[src/rtl/tpu_seq_ctrl.sv]
// Mini-TPU sequencer: takes A then B as a 32-byte stream, issues LOAD/RUN/STORE
// words on the instruction bus and returns the 16 result bytes as a stream.
module tpu_seq_ctrl #(
  parameter int RUN_CYCLES = 11,
  parameter int STORE_LAT  = 1
) (
  input  logic        clk,
  input  logic        rst_n,
  input  logic        start,
  output logic        busy,
  output logic        done,
  input  logic        in_valid,
  output logic        in_ready,
  input  logic [7:0]  in_data,
  output logic        out_valid,
  input  logic        out_ready,
  output logic [7:0]  out_data,
  output logic        out_last,
  output logic [15:0] instr,
  input  logic [7:0]  tpu_result
);

  localparam logic [1:0] OP_LOAD  = 2'b10;
  localparam logic [1:0] OP_RUN   = 2'b01;
  localparam logic [1:0] OP_STORE = 2'b11;
  localparam logic [7:0] RUN_LAST  = 8'(RUN_CYCLES - 1);
  localparam logic [1:0] WAIT_LAST = 2'(STORE_LAT);

  typedef enum logic [2:0] {
    IDLE, LOAD_A, LOAD_B, RUN, ST_ISSUE, ST_WAIT, ST_OUT
  } state_t;

  state_t     state;
  logic [3:0] idx;
  logic [7:0] run_cnt;
  logic [1:0] wait_cnt;
  logic       in_hs;
  logic       out_hs;

  assign in_hs  = in_valid & in_ready;
  assign out_hs = out_valid & out_ready;

  function automatic logic [15:0] mk_instr(input logic [1:0] op, input logic sel,
                                           input logic [3:0] i, input logic [7:0] d);
    return {1'b0, op, sel, i, d};
  endfunction

  always_ff @(posedge clk or negedge rst_n) begin
    if (!rst_n) begin
      state     <= IDLE;
      idx       <= '0;
      run_cnt   <= '0;
      wait_cnt  <= '0;
      instr     <= '0;
      busy      <= 1'b0;
      done      <= 1'b0;
      in_ready  <= 1'b0;
      out_valid <= 1'b0;
      out_data  <= '0;
      out_last  <= 1'b0;
    end else begin
      instr <= '0;
      done  <= 1'b0;
      case (state)
        IDLE: begin
          if (start) begin
            idx      <= '0;
            busy     <= 1'b1;
            in_ready <= 1'b1;
            state    <= LOAD_A;
          end
        end
        LOAD_A, LOAD_B: begin
          if (in_hs) begin
            instr <= mk_instr(OP_LOAD, state == LOAD_B, idx, in_data);
            idx   <= idx + 4'd1;
            if (idx == 4'd15) begin
              if (state == LOAD_A) begin
                state <= LOAD_B;
              end else begin
                in_ready <= 1'b0;
                run_cnt  <= '0;
                state    <= RUN;
              end
            end
          end
        end
        RUN: begin
          instr   <= mk_instr(OP_RUN, 1'b0, 4'd0, 8'd0);
          run_cnt <= run_cnt + 8'd1;
          if (run_cnt == RUN_LAST) begin
            idx   <= '0;
            state <= ST_ISSUE;
          end
        end
        ST_ISSUE: begin
          instr    <= mk_instr(OP_STORE, 1'b0, idx, 8'd0);
          wait_cnt <= '0;
          state    <= ST_WAIT;
        end
        ST_WAIT: begin
          // wait_cnt is 0 in the cycle the STORE word sits on instr
          if (wait_cnt == WAIT_LAST) begin
            out_data  <= tpu_result;
            out_valid <= 1'b1;
            out_last  <= (idx == 4'd15);
            state     <= ST_OUT;
          end else begin
            wait_cnt <= wait_cnt + 2'd1;
          end
        end
        ST_OUT: begin
          if (out_hs) begin
            out_valid <= 1'b0;
            out_last  <= 1'b0;
            if (idx == 4'd15) begin
              done  <= 1'b1;
              busy  <= 1'b0;
              state <= IDLE;
            end else begin
              // The handshake cycle doubles as the issue slot for the next
              // STORE, giving one result every STORE_LAT+2 cycles.
              idx      <= idx + 4'd1;
              instr    <= mk_instr(OP_STORE, 1'b0, idx + 4'd1, 8'd0);
              wait_cnt <= '0;
              state    <= ST_WAIT;
            end
          end
        end
        default: state <= IDLE;
      endcase
    end
  end

endmodule
[config.mk]
export PLATFORM = sky130hd
export DESIGN_NAME = tpu_seq_ctrl
export DESIGN_NICKNAME = d
export VERILOG_FILES = /design/src/rtl/tpu_seq_ctrl.sv
export SDC_FILE = /design/constraint.sdc
export NUM_CORES = 1
export LEC_CHECK = 0
export CORE_MARGIN = 4
export CORE_UTILIZATION = 53
export DETAILED_ROUTE_END_ITERATION = 6
export PLACE_DENSITY_LB_ADDON = 0.2
export SYNTH_ARGS = -nofsm -noshare
export SYNTH_HDL_FRONTEND = slang
export SYNTH_SLANG_ARGS = --single-unit
[constraint.sdc]
create_clock -name clk -period 3.2 [get_ports clk]
set_input_delay 0.64 -clock clk [delete_from_list [all_inputs] [get_ports clk]]
set_output_delay 0.64 -clock clk [all_outputs]
set_load 0.005 [all_outputs]
* After elaboration in Yosys (flattened, before gate mapping) *
Index checks and enable logic that the tools add are counted.

storage, ports and cells
  output and inout bits = 29
  bits in registers = 46
  input port bits = 21
  word-level logic and storage cells = 94

operators by class
  mux-type cells = 43
  bitwise operators = 2
  $add $sub $neg = 3
  reductions and logical operators = 16
  equal/unequal tests = 19

operator list
  cell                 number
  $pmux 15 s4          1
  $mux 15              3
  $mux 8               3
  $mux 3               7
  $mux 4               5
  $ne 2x2->1 const B   10
  $pmux 3 s6           1
  $pmux 4 s4           1
  $pmux 8 s2           1
  $mux 1               13
  $reduce_and 4->1     3
  $reduce_and 6->1     2
  $eq 3x3->1 const B   3
  $add 8x1->8 const B  1
  $eq 8x4->1 const B   1
  $pmux 1 s2           4
  $reduce_bool 2->1    4
  $eq 3x2->1 const B   2
  $mux 2               3
  $pmux 2 s3           1
  $reduce_and 5->1     1
  $add 4x1->4 const B  1
  $eq 4x4->1 const B   1
  $reduce_bool 4->1    1
  9 further kinds      10

* Depth between registers and ports, before layout *
  depth in word-level cells = 5
  depth in mapped cells = 7

* Least setup slack after synthesis *
Ideal clock, no wire load.

  path type = reg2reg
  start point = register idx[0]
  end point = register idx[0]
  required time = 3.082 ns
  stages on the path, launching flop included = 8
  arrival time = 1.750 ns
  buffers on the path = 1
  setup slack = 1.332 ns
  path through = dfrtp_1 -> ha_1 -> and3_1 -> buf_6 -> o21ai_1 -> a21bo_2 -> or2_4 -> a21o_1

between the ends
  cells in the longest elaborated chain, start to end = 4
  elaborated cells between the ends (all ways) = 8
  those cells by class = add/sub (1); eq/ne (2); mux (4); reduce/logical (1)

ends and longest elaborated chain
  what                    RTL line  text
  from (decl)             34        logic [3:0] idx;
  from (signal assigned)  76        idx <= idx + 4'd1;
  from (signal assigned)  123       idx <= idx + 4'd1;
  $add 4x1->4             76, 123
  $mux 4                  116       if (idx == 4'd15) begin
  $mux 4                  113       if (out_hs) begin
  $pmux 4 s4              64        case (state)

Parallel ways exist; a longest one is shown, timed or not. The select of a mux whose other input is x is not followed.
A chain may end at the register's enable or synchronous reset.

* Worst setup path in the final report *
  start point = register state[0]
  end point = register state[0]

between the ends
  cells in the longest elaborated chain, start to end = 5
  elaborated cells between the ends (all ways) = 19
  those cells by class = eq/ne (12); mux (4); reduce/logical (3)

ends and longest elaborated chain
  what                    RTL line  text
  from (decl)             33        state_t state;
  from (signal assigned)  50        state <= IDLE;
  from (signal assigned)  70        state <= LOAD_A;
  from (signal assigned)  79        state <= LOAD_B;
  $eq 3x1->1              64, 78
  $mux 1                  78        if (state == LOAD_A) begin
  $mux 3                  77        if (idx == 4'd15) begin
  $mux 3                  74        if (in_hs) begin
  $pmux 3 s6              64

Parallel ways exist; a longest one is shown, timed or not. The select of a mux whose other input is x is not followed.

==> impl_metrics.xml <==
<?xml version="1.0" encoding="UTF-8"?>
<metrics>
  <group name="yosys">
    <metric name="avgSynthCellArea" unit="µm²">11.0</metric>
    <metric name="most_frequent_cell_after_synthesis" unit="">dfrtp_1</metric>
    <metric name="synth.top_cell.area_share" unit="">0.524</metric>
    <metric name="top_cells_by_instance_count_after_synthesis" unit="">dfrtp_1, o21ai_1, nand2_1</metric>
    <metric name="synthTopCellsByArea" unit="">dfrtp_1, mux2_1, o21ai_1</metric>
    <metric name="synth_cells" unit="">195</metric>
    <metric name="yosys_most_used_dff" unit="">dfrtp_1</metric>
    <metric name="async_reset_ff_frac" unit="">1.00</metric>
    <metric name="yosys.area.top_type" unit="">dfrtp_1</metric>
    <metric name="yosysWarnings" unit="">0</metric>
    <metric name="netlist-cell-type-count" unit="">50</metric>
    <metric name="synth.net_count" unit="">220</metric>
    <metric name="synth_edf_count" unit="">0</metric>
    <metric name="post_synth_instance_area" unit="µm²">2150</metric>
    <metric name="ys_seq_area_frac" unit="">0.524</metric>
    <metric name="synth.ff_latch_count" unit="">45</metric>
  </group>
  <group name="setup_path">
    <metric name="worstSetupPathType" unit="">reg -&gt; reg</metric>
    <metric name="critPathMaxFanout" unit="">17</metric>
    <metric name="timing.critical_path.arrival" unit="ps">2340</metric>
    <metric name="worstPathRequired" unit="ps">3390</metric>
    <metric name="setup.worst_path.start_class" unit="">flip-flop</metric>
    <metric name="worstSetupEndpointType" unit="">flip-flop</metric>
  </group>
  <group name="sta">
    <metric name="final_hold_viol_count" unit="">0</metric>
    <metric name="final_worst_path_cycle_share" unit="">0.673</metric>
    <metric name="worst_setup_skew_after_layout" unit="ps">5.54</metric>
    <metric name="grt_setup_unrepaired" unit="">no</metric>
    <metric name="finalHoldWorstSlack" unit="ps">487</metric>
    <metric name="max_slew.worst_pin.slew" unit="ps">961</metric>
    <metric name="fmaxAchievable" unit="GHz">0.464</metric>
    <metric name="final_setup_violations" unit="">0</metric>
    <metric name="report.final.slew_viol_count" unit="">0</metric>
    <metric name="slew_headroom" unit="">0.359</metric>
    <metric name="finalCriticalPeriod" unit="ps">2150</metric>
    <metric name="setup_total_negative_slack" unit="ps">0</metric>
  </group>
  <group name="layout">
    <metric name="finish.utilization" unit="">0.724</metric>
    <metric name="share_of_layout_cells_above_drive_strength_1" unit="">0.103</metric>
    <metric name="insertedDiodeCount" unit="">0</metric>
    <metric name="multi_input_comb_area" unit="µm²">952</metric>
    <metric name="num-fill-cells" unit="">266</metric>
    <metric name="areaGrowthSynthToFinish" unit="%">27.9</metric>
    <metric name="nets" unit="">266</metric>
    <metric name="sequential_cell_area" unit="µm²">1130</metric>
  </group>
  <group name="routing">
    <metric name="drt_first_iter_violations" unit="">78</metric>
    <metric name="mean_routed_wirelength_per_cell" unit="µm">15.1</metric>
    <metric name="route.vias.total" unit="">1609</metric>
    <metric name="drt_wl_total" unit="mm">4.38</metric>
    <metric name="drt_pass1_iterations" unit="">4</metric>
    <metric name="drcViolationCount" unit="">0</metric>
    <metric name="via_per_inst" unit="">5.55</metric>
    <metric name="detail-route-antenna-nets" unit="">0</metric>
  </group>
  <group name="place">
    <metric name="numPortBuffers" unit="">48</metric>
    <metric name="hpwlAfterDp" unit="mm">3.17</metric>
    <metric name="finalWeightedCongestion" unit="">0.814</metric>
  </group>
  <group name="clocking">
    <metric name="post_cts.repair.setup_buffers" unit="">0</metric>
    <metric name="clkTransAtPathRegs" unit="ps">80</metric>
    <metric name="cts.sinks" unit="">45</metric>
    <metric name="insertion_delay" unit="ps">300</metric>
    <metric name="post_cts_resize_count" unit="">0</metric>
    <metric name="cts.path.max_buffers" unit="">2</metric>
    <metric name="numCtsBuffers" unit="">5</metric>
    <metric name="clock_tree_from_tritoncts" unit="">done</metric>
    <metric name="cts.htree.levels" unit="">2</metric>
    <metric name="ctsRootBufferMaster" unit="">clkbuf_8</metric>
    <metric name="cts_hold_buffers" unit="">0</metric>
  </group>
  <group name="global_route">
    <metric name="grt_start_max_net_pins" unit="">46</metric>
    <metric name="grt_residual_overflow" unit="">0</metric>
    <metric name="grt_pass1_wl" unit="mm">7.38</metric>
    <metric name="antenna_found_initial" unit="">0</metric>
    <metric name="grt_pass1_vias" unit="">1501</metric>
    <metric name="grtUsageTotal" unit="">0.184</metric>
  </group>
  <group name="power">
    <metric name="total_leakage_power" unit="nW">1.15</metric>
    <metric name="ir_worst_vdd" unit="mV">0.695</metric>
    <metric name="power_density_normalized_to_cell_area" unit="nW/µm²">830</metric>
  </group>
  <group name="floorplan">
    <metric name="ios" unit="">50</metric>
    <metric name="die-height" unit="µm">71.7</metric>
    <metric name="std_cell_rows" unit="">22</metric>
    <metric name="starting_density_of_the_core" unit="">0.566</metric>
    <metric name="core_area" unit="µm²">3800</metric>
    <metric name="fp.dieW" unit="µm">71.7</metric>
    <metric name="floorplan.die_area" unit="µm²">5140</metric>
  </group>
  <group name="min_path">
    <metric name="timing.hold.worst.class" unit="">in -&gt; async</metric>
  </group>
  <group name="status">
    <metric name="outcome" unit="">complete, no violations</metric>
  </group>
  <group name="flow_run">
    <metric name="max_cap_viol_count" unit="">0</metric>
  </group>
</metrics>
state kept, by name (all words and copies together) (netlist names):
signal     count
done           1
state          3
busy           1
out_valid      1
out_data       8
instr         15
idx            4
run_cnt        8
in_ready       1
out_last       1
wait_cnt       2
per-stage QoR:
step	cell area (µm²)	power, mW	cells	setup slack, ps
2_1_floorplan	2150	1.50	195	1330
3_3_place_gp	2630	1.81	282	909
3_5_place_dp	2630	1.84	282	857
4_1_cts	2750	2.30	290	1060
5_1_grt	2750	2.45	290	913
6_report	2750	2.28	290	1050
per-layer routing:
metal	vias to the layer above	track usage	share of wire
met5	-	0	0
met2	61	0.272	0.44
met3	6	0.0449	0.073
li1	776	-	-
met1	766	0.260	0.47
met4	0	0.0752	0.013
cells by family (layout without fill, tap and decap cells):
kind of cell	after synthesis	count (layout)	synth area share
simple gates	71	71	0.194
compound gates	47	47	0.156
flops	45	45	0.524
buf+inv	13	60	0.0332
mux	9	9	0.0471
xor+xnor	5	5	0.0204
fa+ha+maj	4	4	0.0233
other cells	1	1	0.00174
worst paths after layout:
path | startpoint | end | slack (ps) | depth (start not counted)
setup reg to reg | state[0]$_DFFE_PN0P_ | state[0]$_DFFE_PN0P_ | 1050 | 5
hold / removal | rst_n | out_data[6]$_DFFE_PN0N_ | 490 | 1
hold reg to reg | wait_cnt[0]$_DFFE_PN0P_ | wait_cnt[0]$_DFFE_PN0P_ | 500 | 1
max in group asynchronous | rst_n | idx[3]$_DFFE_PN0P_ | 2120 | 1
setup / recovery | state[0]$_DFFE_PN0P_ | state[0]$_DFFE_PN0P_ | 1050 | 5
min in group clk | wait_cnt[0]$_DFFE_PN0P_ | wait_cnt[0]$_DFFE_PN0P_ | 500 | 1
worst max-delay path, stage by stage (launching register included):
cell and delay, ps:
dfrtp_1 800, nand2_1 140, or2_4 300, o22ai_4 280, nand3b_1 200, mux2_1 330
area by class of cell:
type	instances	area share
clock buffer	6	0.0300
clock inverter	2	0.0137
inverter	4	0.00546
multi-input combinational	137	0.346
sequential	45	0.410
tap	48	0.0218
timing repair buffer	48	0.173
placed cells by master (no fill, tap or decap), types with 3 or more instances in the layout:
cell             instances
a21oi_1                  4
a31oi_1                  3
and2_1                   8
clkbuf_8                 6
clkdlybuf4s50_1         47
dfrtp_1                 45
ha_1                     4
inv_1                    4
mux2_1                   8
nand2_1                 15
nand2b_1                 6
nand3_1                  5
nor2_1                  12
nor3_1                   6
o21ai_0                  4
o21ai_1                 16
o22ai_1                  4
o31ai_1                  3
xnor2_1                  5
power breakdown:
| group | switching, mW | internal [mW] | total [mW] |
|---|---|---|---|
| Combinational | 0.413 | 0.485 | 0.897 |
| Sequential | 0.203 | 0.738 | 0.941 |
| Clock | 0.190 | 0.254 | 0.444 |
Note: power is estimated with default switching activity, not from simulation.
==> edit, RTL diff (same flow settings) <==
The 7 states of `state_t` get a one-hot encoding in 7 bits.
--- a/src/rtl/tpu_seq_ctrl.sv
+++ b/src/rtl/tpu_seq_ctrl.sv
@@ -27,6 +27,6 @@
   localparam logic [1:0] WAIT_LAST = 2'(STORE_LAT);
 
-  typedef enum logic [2:0] {
-    IDLE, LOAD_A, LOAD_B, RUN, ST_ISSUE, ST_WAIT, ST_OUT
+  typedef enum logic [6:0] {
+    IDLE = 7'b0000001, LOAD_A = 7'b0000010, LOAD_B = 7'b0000100, RUN = 7'b0001000, ST_ISSUE = 7'b0010000, ST_WAIT = 7'b0100000, ST_OUT = 7'b1000000
   } state_t;
 
Behaviour: same outputs for any inputs over 10 cycles, from zero or initial values and one cycle with rst_n low; not proved beyond that.
==> edit against the unedited design <==
Sequential cell count is 4 higher; via count is 14% higher; area after synthesis is 9.7% higher; largest cell class unchanged; cell count is 10% higher; setup slack worse by 0.035 ns; cell area is 6.9% higher; non-clock buffer count stayed put; routed wire length is 16% higher.
Power is not compared: it rests on default switching activity, and its combinational part moved more than twofold at a synthesized area within 25%.
==> edit: results (changes against the unedited design) <==
outcome finished clean (unchanged); dpl cells 312 (was 282); WL met3 489 um (was 320 um); global-route met2 utilization 0.318 (was 0.272); worst reg2reg endpoint state[2]$_DFFE_PN0P_ (was state[0]$_DFFE_PN0P_); routability cong. 0.824 (was 0.814); met3 Use GR 0.0908 (was 0.0449); DRT met1 WL 2170 um (was 2070 um); DP Wirelength 3760 um (was 3170 um); Worst Skew 0.00392 ns (was 0.00554 ns); Area contributors post-synth dfrtp_1 (51%), mux2_2 (4.3%), nor2_1 (3.5%) (was dfrtp_1 (52%), mux2_1 (4.2%), o21ai_1 (3.7%)); hold_ws 0.498 ns (was 0.487 ns); worst hold-check path type register to register (was input pin to async pin); synthesized area per cell 10.7 um2 (was 11.0 um2); mux contribution to synthesized area 0.0536 (was 0.0471); met1 Use GR 0.266 (was 0.260); Final WS setup 1.01 ns (was 1.05 ns); Compound-Gate Fraction of Synth Area 0.0876 (was 0.156); DP Worst Slack 0.818 ns (was 0.857 ns); synth cell count leaders dfrtp_1 (48), nor2_1 (22), nand2_1 (15) (was dfrtp_1 (45), o21ai_1 (16), nand2_1 (15)); metal2 WL 2360 um (was 1930 um); Iter 0 DRT Violations 121 (was 78); Synth Area in XOR/XNOR 0.0334 (was 0.0204); Routed WL 5090 um (was 4380 um); layout cell share with drive strength beyond 1 0.111 (was 0.103); crit path from state[2]$_DFFE_PN0P_ (was state[0]$_DFFE_PN0P_)
[edit: cell types whose count changed in the layout (fill, tap and decap cells not counted), moves of 7 or more]
cell | before | now
nor2_1 | 12 | 22
nand3_1 | 5 | 12
xor2_1 | 0 | 7
mux2_2 | 1 | 9
mux2_1 | 8 | 0
o21ai_1 | 16 | 0
o21ai_0 | 4 | 11
[edit: layout make-up]
| cell class | instances | area [um2] |
|---|---|---|
| well taps | 50 | 62.6 |
| repair buffers | 48 | 475 |
| clock buffers | 7 | 76.3 |
| clock inverters | 1 | 5.00 |
| fillers | 324 | 1200 |
| flip-flops and latches | 49 | 1230 |
| inverters | 5 | 18.8 |
| multi-input cells | 160 | 1070 |
[edit: worst max-delay path, stage by stage (launching register included)]
cell and delay, ns:
dfrtp_1 0.56, or4_4 0.61, or2_4 0.26, o22a_1 0.22, nand3_2 0.14, mux2_4 0.31
